--- src/rtl/fmap_stream_reader.sv ---
// Raster-order feature-map reader: issues one memory read per pixel and streams
// the returned pixels through a 2-entry output FIFO with ready/valid handshake.
module fmap_stream_reader #(
    parameter int DATA_WIDTH = 16,
    parameter int ADDR_WIDTH = 16
) (
    input  logic                  clk,
    input  logic                  rst_n,
    input  logic                  start,
    input  logic [7:0]            img_width,
    input  logic [7:0]            img_height,
    input  logic [ADDR_WIDTH-1:0] base_addr,
    output logic                  mem_rd_en,
    output logic [ADDR_WIDTH-1:0] mem_addr,
    input  logic [DATA_WIDTH-1:0] mem_rd_data,
    input  logic                  ready_in,
    output logic                  valid_out,
    output logic [DATA_WIDTH-1:0] data_out,
    output logic                  last_out,
    output logic                  busy,
    output logic                  done
);

    typedef enum logic [1:0] {
        ST_IDLE  = 2'd0,
        ST_RUN   = 2'd1,
        ST_DRAIN = 2'd2
    } state_t;

    state_t                  r_state;
    logic [7:0]              r_width;
    logic [7:0]              r_height;
    logic [7:0]              r_row;
    logic [7:0]              r_col;
    logic [ADDR_WIDTH-1:0]   r_addr;
    logic                    r_rd_pend;
    logic                    r_rd_pend_last;
    logic [DATA_WIDTH-1:0]   r_fifo_data [2];
    logic                    r_fifo_last [2];
    logic                    r_wptr;
    logic                    r_rptr;
    logic [1:0]              r_count;
    logic                    r_done;

    logic                    w_pop;
    logic                    w_last_rd;
    logic                    w_rd_en;

    assign valid_out = (r_count != 2'd0);
    assign data_out  = r_fifo_data[r_rptr];
    assign last_out  = valid_out && r_fifo_last[r_rptr];
    assign busy      = (r_state != ST_IDLE);
    assign done      = r_done;
    assign mem_rd_en = w_rd_en;
    assign mem_addr  = r_addr;

    assign w_pop     = valid_out && ready_in;
    assign w_last_rd = (r_col == (r_width - 8'd1)) && (r_row == (r_height - 8'd1));

    // Read gate: a read issued now lands in the FIFO one cycle later, so the
    // FIFO plus the read already returning, less this cycle's pop, must leave a slot.
    always_comb begin
        w_rd_en = 1'b0;
        if (r_state == ST_RUN) begin
            if (({1'b0, r_count} + {2'b00, r_rd_pend} - {2'b00, w_pop}) < 3'd2) begin
                w_rd_en = 1'b1;
            end else begin
                w_rd_en = 1'b0;
            end
        end else begin
            w_rd_en = 1'b0;
        end
    end

    // Frame FSM, raster counters, read pipeline and output FIFO.
    always_ff @(posedge clk or negedge rst_n) begin
        if (!rst_n) begin
            r_state        <= ST_IDLE;
            r_width        <= 8'd0;
            r_height       <= 8'd0;
            r_row          <= 8'd0;
            r_col          <= 8'd0;
            r_addr         <= {ADDR_WIDTH{1'b0}};
            r_rd_pend      <= 1'b0;
            r_rd_pend_last <= 1'b0;
            r_fifo_data[0] <= {DATA_WIDTH{1'b0}};
            r_fifo_data[1] <= {DATA_WIDTH{1'b0}};
            r_fifo_last[0] <= 1'b0;
            r_fifo_last[1] <= 1'b0;
            r_wptr         <= 1'b0;
            r_rptr         <= 1'b0;
            r_count        <= 2'd0;
            r_done         <= 1'b0;
        end else begin
            r_done         <= 1'b0;
            r_rd_pend      <= w_rd_en;
            r_rd_pend_last <= w_rd_en && w_last_rd;

            if (r_rd_pend) begin
                r_fifo_data[r_wptr] <= mem_rd_data;
                r_fifo_last[r_wptr] <= r_rd_pend_last;
                r_wptr              <= ~r_wptr;
            end
            if (w_pop) begin
                r_rptr <= ~r_rptr;
            end
            r_count <= r_count + {1'b0, r_rd_pend} - {1'b0, w_pop};

            case (r_state)
                ST_IDLE: begin
                    if (start) begin
                        if ((img_width != 8'd0) && (img_height != 8'd0)) begin
                            r_width  <= img_width;
                            r_height <= img_height;
                            r_row    <= 8'd0;
                            r_col    <= 8'd0;
                            r_addr   <= base_addr;
                            r_state  <= ST_RUN;
                        end else begin
                            r_done <= 1'b1;
                        end
                    end
                end
                ST_RUN: begin
                    if (w_rd_en) begin
                        r_addr <= r_addr + ADDR_WIDTH'(1);
                        if (r_col == (r_width - 8'd1)) begin
                            r_col <= 8'd0;
                            r_row <= r_row + 8'd1;
                        end else begin
                            r_col <= r_col + 8'd1;
                        end
                        if (w_last_rd) begin
                            r_state <= ST_DRAIN;
                        end
                    end
                end
                ST_DRAIN: begin
                    if (w_pop && last_out) begin
                        r_state <= ST_IDLE;
                        r_done  <= 1'b1;
                    end
                end
                default: begin
                    r_state <= ST_IDLE;
                end
            endcase
        end
    end

endmodule
--- config.mk ---
export PLATFORM = sky130hd
export DESIGN_NAME = fmap_stream_reader
export DESIGN_NICKNAME = d
export VERILOG_FILES = /design/src/rtl/fmap_stream_reader.sv
export SDC_FILE = /design/constraint.sdc
export NUM_CORES = 1
export LEC_CHECK = 0
export ABC_CLOCK_PERIOD_IN_PS = 2750
export BUFFER_PORTS_ARGS = -buffer_cell sky130_fd_sc_hd__clkbuf_2
export CAP_MARGIN = 20
export CORE_ASPECT_RATIO = 1.4
export CORE_MARGIN = 2
export CORE_UTILIZATION = 50
export DETAILED_ROUTE_END_ITERATION = 7
export PLACE_DENSITY = 0.76
export SLEW_MARGIN = 20
export SYNTH_ARGS = -nofsm -noshare
export SYNTH_HDL_FRONTEND = slang
export SYNTH_SLANG_ARGS = --single-unit
export TNS_END_PERCENT = 10
--- constraint.sdc ---
create_clock -name clk -period 2.75 [get_ports clk]
set_input_delay 0.6875 -clock clk [delete_from_list [all_inputs] [get_ports clk]]
set_output_delay 0.6875 -clock clk [all_outputs]
set_load 0.01 [all_outputs]
### Word-level counts from Yosys, hierarchy flattened

Index checks and enable logic that the tools add are counted.

* bits in registers: 91
* input port bits: 52
* word-level logic and storage cells: 96

* $add $sub $neg: 9
* $lt $le $gt $ge: 4
* eq/ne operators: 10
* multiplexer cells: 36
* bitwise logic cells: 4
* reduce and logical (&&, ||, !) cells: 17

Operators with widths (count)
* 16-bit two-way mux: 7
* 8-bit two-way mux: 6
* 32-bit bitwise mux: 1
* 16-bit case mux with 2 select lines: 1
* 8-bit case mux with 2 select lines: 2
* 16-bit by 1-bit adder with 16-bit output (second input constant): 1
* 8-bit by 1-bit adder with 8-bit output (second input constant): 2
* 16-bit demux with 1-bit select: 1
* 8-bit equality test: 2
* 8-bit nonzero test: 2
* 8-bit by 1-bit subtractor with 8-bit output (second input constant): 2
* 2-bit != test (second input constant): 6
* 2-bit two-way mux: 5
* 5-bit AND reduction: 2
* 1-bit two-way mux: 9
* 1-bit logical AND: 7
* 2-bit case mux with 3 select lines: 1
* 2-bit nonzero test: 3
* 2-bit greater-or-equal comparator (second input constant): 2
* 1-bit inverter with 2-bit output: 2
* 4-bit AND reduction: 1
* 2-bit by 1-bit adder with 3-bit output: 1
* 3-bit by 2-bit less-than comparator with 1-bit output (second input constant): 1
* 3-bit AND reduction: 1
* other kinds (11): 12

### Depth between registers and ports, before layout

Gate-level depths: netlist of run 1.

* depth after elaboration: 8
* mapped depth: 15

### Worst setup path after synthesis of run 1

No wires, ideal clock.

* path type: input to register
* start point: in ready_in
* end point: reg r_state[0]
* setup time: 0.119 ns
* data arrival time: 3.081 ns
* data required time: 2.631 ns
* setup slack: -0.450 ns
* stages on the path: 10
* path buffers: 0
* path through: and2_1 > ha_1 > inv_1 > ha_1 > fa_1 > xnor2_1 > or4_1 > a2111oi_0 > o311ai_0 > a21bo_2

* cells in the longest elaborated chain, start to end: 7
* elaborated cells on any way between the ends: 9

Ends and longest elaborated chain
* from (decl): line 16 `input logic ready_in,`
* 1-bit logical AND (*): line 57 `assign w_pop = valid_out && ready_in;`
* 3-bit by 1-bit subtractor with 3-bit output: line 65 `if (({1'b0, r_count} + {2'b00, r_rd_pend} - {2'b00, w_pop}) < 3'd2) begin`
* 3-bit by 2-bit less-than comparator with 1-bit output: line 65
* 1-bit two-way mux: line 65
* 1-bit two-way mux: line 64 `if (r_state == ST_RUN) begin`
* 2-bit != test (no line)
* 5-bit AND reduction (no line) (*)
* to (signal assigned): line 78 `r_state <= ST_IDLE;`
* to (signal assigned): line 118 `r_state <= ST_RUN;`
* to (signal assigned): line 134 `r_state <= ST_DRAIN;`
* to (decl): line 30 `state_t r_state;`

Mark *: on every way between the ends. The rest lies on a longest branch, timed or not.
A chain may end at the register's enable or synchronous reset.

### Worst setup path after layout of run 1

* start point: reg r_count[1]
* end point: out mem_rd_en

* cells in the longest elaborated chain, start to end: 6
* elaborated cells on any way between the ends: 7

Ends and longest elaborated chain
* from (decl): line 42 `logic [1:0] r_count;`
* from (signal assigned): line 107 `r_count <= r_count + {1'b0, r_rd_pend} - {1'b0, w_pop};`
* 2-bit nonzero test: line 49 `assign valid_out = (r_count != 2'd0);`
* 1-bit logical AND: line 57
* net w_pop: line 45 `logic w_pop;`
* 3-bit by 1-bit subtractor with 3-bit output: line 65
* 3-bit by 2-bit less-than comparator with 1-bit output: line 65
* 1-bit two-way mux: line 65
* 1-bit two-way mux: line 64
* to (decl): line 13 `output logic mem_rd_en,`

The timed path passes the listed nets, and every way through them passes these cells.

==> flow_metrics.py, run 1 <==
metrics = {
    "clocking": {
        "numCtsBuffers": 9,
        "cts_tree": "built",
        "htree_levels": 3,
        "path_clk_slew_ns": 0.06,
        "cts_root_buffer": "clkbuf_16",
        "holdBufCountCts": 0,
        "clock_latency_ns": 0.34,
        "clock_sinks": 91,
        "clockBufferDepth": 2,
    },
    "yosys": {
        "syn_inst": 451,
        "yosysTopAreaCellShare_pct": 47.5,
        "synth_area_leaders": "dfrtp_1, mux2_2, a21oi_1, nand2_1, nor2_1",
        "ys_dominant_reg_cell": "dfrtp_1",
        "ys_warn_count": 0,
        "synth_edf_count": 0,
        "synthAdderAreaFrac_pct": 2.24,
        "synth_seq_area_share_pct": 47.5,
        "synth_compound_area_share_pct": 12.5,
        "yosys.area_share.simple_pct": 14.3,
        "async_reset_ff_share_pct": 100,
        "synth-seq-cells": 91,
        "syn_nets": 511,
        "synth_cell_types": 58,
        "syn-cell-area_um2": 4800,
        "muxShareOfSynthArea_pct": 17.0,
        "syn_area_per_cell_um2": 10.6,
        "synth_xor_area_share_pct": 3.65,
        "yosysTopAreaCell": "dfrtp_1",
        "synth_top_family_by_area": "multiplexers",
    },
    "power_and_ir_drop": {
        "ir_worst_vdd_mv": 0.689,
        "p_leak_nw": 2.87,
        "p_per_area_nw_per_um2": 1250,
    },
    "timing": {
        "max_slew_margin_pct": 49.6,
        "period_share_pct": 117,
        "setup-tns-final_ns": -5.07,
        "finalHoldViolations": 0,
        "skew_ns": 0.00463,
        "rsz0062_at_grt": "yes",
        "fin_ws_ns": -0.478,
        "worstMarginPinSlew_ns": 0.754,
        "min_period_ns": 3.23,
        "fmax_mhz": 310,
        "slew_violations": 0,
        "setup_viol": 36,
    },
    "worst_setup_path": {
        "worst_ep_required_time_ns": 2.06,
        "crit_arrival_ns": 2.54,
        "cp-startpoint": "r_count[1]",
        "reg2regPathDepth": 13,
        "r2r_slack_ns": -0.38,
        "r2r_end": "r_state[0]",
        "critPathMaxFanout": 2,
        "start_kind": "flip-flop",
        "r2r_start": "r_count[1]",
        "path_class": "reg2out",
        "cp-end-kind": "primary output",
    },
    "outcome": {
        "violations": "negative setup slack",
        "status": "finished, violations left",
    },
    "drt": {
        "wl_per_cell_um": 17.1,
        "drtAntennaViolNets": 0,
        "drt-vias-per-instance": 5.89,
        "drtPass1Iterations": 5,
        "wirelength_um": 11700,
        "route.detailed.drc": 0,
        "drt_iter0_drc": 182,
        "vias": 4022,
    },
    "placed_design": {
        "dp_cells": 653,
        "dp_slack_ns": -0.428,
        "globalplace.congestion": 0.840,
        "port_buffers": 88,
        "dp.final_hpwl_um": 7820,
    },
    "floorplanning": {
        "die_area_um2": 10400,
        "num_rows": 42,
        "io_pins": 89,
        "die_h_um": 120,
        "coreArea_um2": 9410,
        "start_util_pct": 51.0,
        "die_w_um": 86.8,
    },
    "worst_hold_path": {
        "hp-class": "in2async",
    },
    "run": {
        "max_cap_viol_count": 0,
    },
    "grt": {
        "grt_max_degree": 50,
        "antenna_found_initial": 0,
        "overflow": 0,
        "grt_pass1_wl_um": 19400,
        "grt_pass1_vias": 4079,
        "track_usage_pct": 23.6,
    },
    "cells_and_area": {
        "area_growth_pct": 30.1,
        "insertedDiodeCount": 0,
        "fin_cells": 683,
        "fin_nets": 628,
        "final_layout_size_suffix_gt1_share_pct": 42.1,
    },
}
[cells by family after synthesis]
kind of cell,count (synthesis)
mux,73
buf+inv,34
xor+xnor,20
fa+ha+maj,8
compound gates,91
flops,91
simple gates,134
[where the power goes]
part	switching [W]	internal (W)
clock	0.000539	0.000986
combinational	0.00173	0.00214
sequential	0.000535	0.00189
[worst max-delay path, cell delays in order (launching register included)]
cell and delay (ns):
dfrtp_1 0.40, inv_2 0.07, nand2_2 0.05, and2_4 0.15
ha_4 0.27, inv_2 0.04, ha_4 0.15, fa_2 0.36
xnor2_2 0.15, or3_4 0.35, inv_4 0.07, clkbuf_8 0.12
[routing by layer]
layer / vias up / track usage, % / routed length, um
met5: - / 0 / 0
met4: 0 / 10.2 / 342
met3: 27 / 4.06 / 518
met2: 131 / 41.3 / 6170
met1: 1984 / 27.8 / 4680
li1: 1880 / - / -
[worst max-delay path by stage]
stage                             to  slack (ns)  cells after the start
after floorplan           r_state[0]       -0.20                     10
after global placement     mem_rd_en       -0.36                      9
after detailed placement  r_state[0]       -0.43                     11
after CTS                  mem_rd_en       -0.47                     11
after global routing       mem_rd_en       -0.55                     11
final                      mem_rd_en       -0.48                     11
[final cells by class]
cell class | instances | area [um2]
fill | 672 | 3170
clock buffer | 9 | 225
clock inverter | 7 | 145
tap | 110 | 138
timing repair buffer | 126 | 865
multi-input combinational | 326 | 2530
sequential | 91 | 2280
inverter | 14 | 55.1
[state kept, by name, summed over array words and instances, names as in the netlist]
| signal | flops |
|---|---|
| r_fifo_data | 32 |
| mem_addr | 16 |
| r_col | 8 |
| r_height | 8 |
| r_row | 8 |
| r_width | 8 |
| r_count | 2 |
| r_fifo_last | 2 |
| r_state | 2 |
| done | 1 |
| r_rd_pend | 1 |
| r_rd_pend_last | 1 |
| r_rptr | 1 |
| r_wptr | 1 |
[cells in the mapped netlist, drive strengths merged (2+ instances only)]
master   number
a211oi        2
a21bo         2
a21oi        28
a221o         2
a22o          3
a31oi         7
a41o          2
and3          7
buf           7
clkbuf       13
dfrtp        91
ha            7
inv          14
mux2         68
mux2i         5
nand2        33
nand2b        7
nand3        10
nand3b        3
nand4         4
nor2         30
nor2b         8
nor3         14
nor4          7
o2111ai       2
o21a          2
o21ai        18
o22a          5
o22ai         3
o31ai         3
o32ai         2
or3           2
or4           2
xnor2        10
xor2         10
[per-stage QoR]
stage / power, W / hold WS [ns] / util (%) / cell area, um2
2_1_floorplan: 0.00439 / 0.392 / - / 4880
3_3_place_gp: 0.00527 / 0.478 / 59.2 / 5570
3_5_place_dp: 0.00543 / 0.492 / 59.2 / 5570
4_1_cts: 0.00756 / 0.354 / 65.3 / 6140
5_1_grt: 0.00832 / 0.382 / 66.3 / 6240
6_report: 0.00782 / 0.334 / 66.3 / 6240
[cells in the final DEF, fill, tap and decap left out, drive strengths merged, types with 4 or more instances in the layout]
master and instances:
bufinv 4, xnor2 10, nor4 7, nand2b 7, ha 7, o21ai 18
nor2 30, nor2b 8, and3 7, a21oi 28, mux2 68, mux2i 5
xor2 10, nor3 14, a31oi 7, buf 37, nand4 4, clkbuf 97
o22a 5, nand3 10, nand2 33, dfrtp 91, inv 16
[repair_timing]
item / CTS / global route
endpoints found under the setup margin: 35 / 36
gates cloned: 2 / 1
setup buffers: 7 / 6
pin swaps: 11 / 7
resized for setup: 19 / 16
Note: power is estimated with default switching activity, not from simulation.
==> run 2, diff against run 1 <==
==> config.mk (replaced) <==
export PLATFORM = sky130hd
export DESIGN_NAME = fmap_stream_reader
export DESIGN_NICKNAME = d
export VERILOG_FILES = /design/src/rtl/fmap_stream_reader.sv
export SDC_FILE = /design/constraint.sdc
export NUM_CORES = 1
export LEC_CHECK = 0
export ABC_CLOCK_PERIOD_IN_PS = 3100
export BUFFER_PORTS_ARGS = -buffer_cell sky130_fd_sc_hd__clkbuf_2
export CAP_MARGIN = 20
export CORE_ASPECT_RATIO = 1.4
export CORE_MARGIN = 2
export CORE_UTILIZATION = 56
export DETAILED_ROUTE_END_ITERATION = 7
export PLACE_DENSITY = 0.8
export SLEW_MARGIN = 25
export SYNTH_ARGS = -nofsm -noshare
export SYNTH_HDL_FRONTEND = slang
export SYNTH_SLANG_ARGS = --single-unit
export TNS_END_PERCENT = 10
==> constraint.sdc (replaced) <==
create_clock -name clk -period 3.1 [get_ports clk]
set_input_delay 0.775 -clock clk [delete_from_list [all_inputs] [get_ports clk]]
set_output_delay 0.775 -clock clk [all_outputs]
set_load 0.01 [all_outputs]
==> run 2 against run 1 <==
The flow still finishes with violations (negative setup slack). Total power is 21% lower. Clock skew is 0.0016 ns higher. Clock power is 17% lower. Critical path depth is 1 lower. Core utilization is 5.5 points higher. Wire length is 3.2% lower. Register-to-register slack better by 0.38 ns. Die area is 10% lower. Critical endpoint unchanged. Highest routed layer unchanged.
==> flow_metrics.py, run 2 (synthesis gave the netlist of run 1 again) <==
metrics = {
    "outcome": {
        "status": "finished, violations left",
        "violations": "negative setup slack",
    },
    "cells_and_area": {
        "largest_register_ffs": 32,
        "layout_commonest_cell": "dfrtp_1",
        "area_growth_pct": 23.5,
        "nFillCells": 575,
        "fin_nets": 616,
        "final_layout_size_suffix_gt1_share_pct": 38.7,
        "top_register": "r_fifo_data",
        "postLayoutCoreUtil_pct": 71.9,
        "insertedDiodeCount": 0,
        "final_cell_mix": "dfrtp_1, clkbuf_2, mux2_2",
    },
    "worst_setup_path": {
        "start_kind": "input port",
        "cp_top_family": "adder cells",
        "cp-end-kind": "primary output",
        "critPathMaxFanout": 2,
        "cp.depth": 10,
        "slowest_delay_ns": 0.39,
        "cp_cell_sequence": "clkbuf_2 -> and2_4 -> ha_4 -> inv_2 -> ha_4 -> fa_2 -> xnor2_2 -> or3_4 -> inv_4 -> buf_6",
        "crit_arrival_ns": 2.55,
        "reg2regPathDepth": 12,
        "path_class": "in2out",
        "worst_ep_required_time_ns": 2.32,
        "crit_top_cell": "ha_4",
        "cp.buffers_inverters": 4,
        "slowest_stage": "or3_4",
    },
    "power_and_ir_drop": {
        "p_leak_nw": 2.76,
        "p_per_area_nw_per_um2": 1050,
        "ir_worst_vdd_mv": 0.658,
        "finalPower_w": 0.00621,
    },
    "clocking": {
        "clockBufferDepth": 2,
        "cts_tree": "built",
        "cts_root_buffer": "clkbuf_16",
        "path_clk_slew_ns": 0.06,
        "numCtsBuffers": 9,
        "holdBufCountCts": 0,
        "clock_sinks": 91,
        "htree_levels": 3,
        "clock_latency_ns": 0.34,
    },
    "timing": {
        "period_share_pct": 107,
        "slew_violations": 0,
        "max_slew_margin_pct": 34.1,
        "setup_viol": 2,
        "fmax_mhz": 300,
        "rsz0062_at_grt": "yes",
        "skew_ns": 0.00618,
        "min_period_ns": 3.33,
        "worstMarginPinSlew_ns": 0.983,
        "fin_ws_ns": -0.228,
        "finalHoldViolations": 0,
    },
    "grt": {
        "grt_pass1_vias": 4112,
        "antenna_found_initial": 0,
        "track_usage_pct": 25.8,
        "grt_max_degree": 51,
        "grt_pass1_wl_um": 18800,
        "overflow": 0,
    },
    "floorplanning": {
        "num_rows": 39,
        "start_util_pct": 58.2,
        "die_h_um": 114,
        "die_area_um2": 9330,
        "io_pins": 89,
        "coreArea_um2": 8250,
        "die_w_um": 82.2,
    },
    "drt": {
        "drt-vias-per-instance": 5.91,
        "vias": 3919,
        "drtPass1Iterations": 4,
        "wl_per_cell_um": 17.1,
        "drt_iter0_drc": 187,
        "wirelength_um": 11300,
        "route.detailed.drc": 0,
        "drtAntennaViolNets": 0,
    },
    "placed_design": {
        "port_buffers": 88,
        "dp.final_hpwl_um": 7900,
        "globalplace.congestion": 0.860,
    },
    "run": {
        "max_cap_viol_count": 0,
    },
    "worst_hold_path": {
        "hp-class": "in2async",
    },
}
## run 2: changes by cell type in the layout (fill, tap and decap cells not counted), moves of 2 or more
| cell | delta |
|---|---|
| a21oi_1 | +5 |
| a21oi_2 | -5 |
| buf_12 | -3 |
| buf_4 | -2 |
| buf_6 | -3 |
| o21ai_0 | +3 |
| o21ai_1 | -2 |
## run 2: metrics by stage
stage	instance area [um2]	cells	hold WS (ns)	setup TNS (ns)	setup WS, ns
floorplan	4810	451	0.456	-0.0698	-0.0535
global placement	5470	641	0.478	-2.83	-0.244
detailed placement	5470	641	0.492	-4.57	-0.270
CTS	5910	663	0.466	-0.296	-0.253
global route	5930	663	0.491	-0.556	-0.272
finish	5930	663	0.447	-0.258	-0.228
## run 2: layout make-up
class	instances	area, um2	share of cell area [%]
Timing Repair Buffer	114	657	11.1
Tap cell	102	128	2.15
Sequential cell	91	2280	38.4
Multi-Input combinational cell	326	2460	41.5
Clock inverter	6	111	1.88
Clock buffer	10	239	4.03
Inverter	14	55.1	0.929
## run 2: power breakdown
group	switching [W]	leakage, nW	internal [W]	total [W]
sequential	0.000475	1.10	0.00168	0.00215
clock	0.000462	0.169	0.000811	0.00127
combinational	0.00136	1.50	0.00143	0.00279
## run 2: final timing paths
kind	slack [ns]	endpoint	start
setup / recovery	-0.23	mem_rd_en	ready_in
hold / removal	0.45	r_fifo_data[3]	rst_n
setup reg to reg	0	r_state[0]	r_count[1]
hold reg to reg	0.50	r_fifo_data[2]	r_fifo_data[2]
max in group asynchronous	1.92	r_width[5]	rst_n
min in group clk	0.50	r_fifo_data[2]	r_fifo_data[2]
## run 2: repair_timing
action / in CTS / in global routing
pin swaps: 5 / 1
setup buffers: 6 / 0
gates resized for setup: 12 / 5
gates cloned: 0 / 0
endpoints found under the setup margin: 2 / 12
## run 2: per-layer routing
metal	track usage, %	wire, um
met5	0	0
met4	10.3	373
met3	7.04	624
met2	45.2	5970
met1	29.0	4370
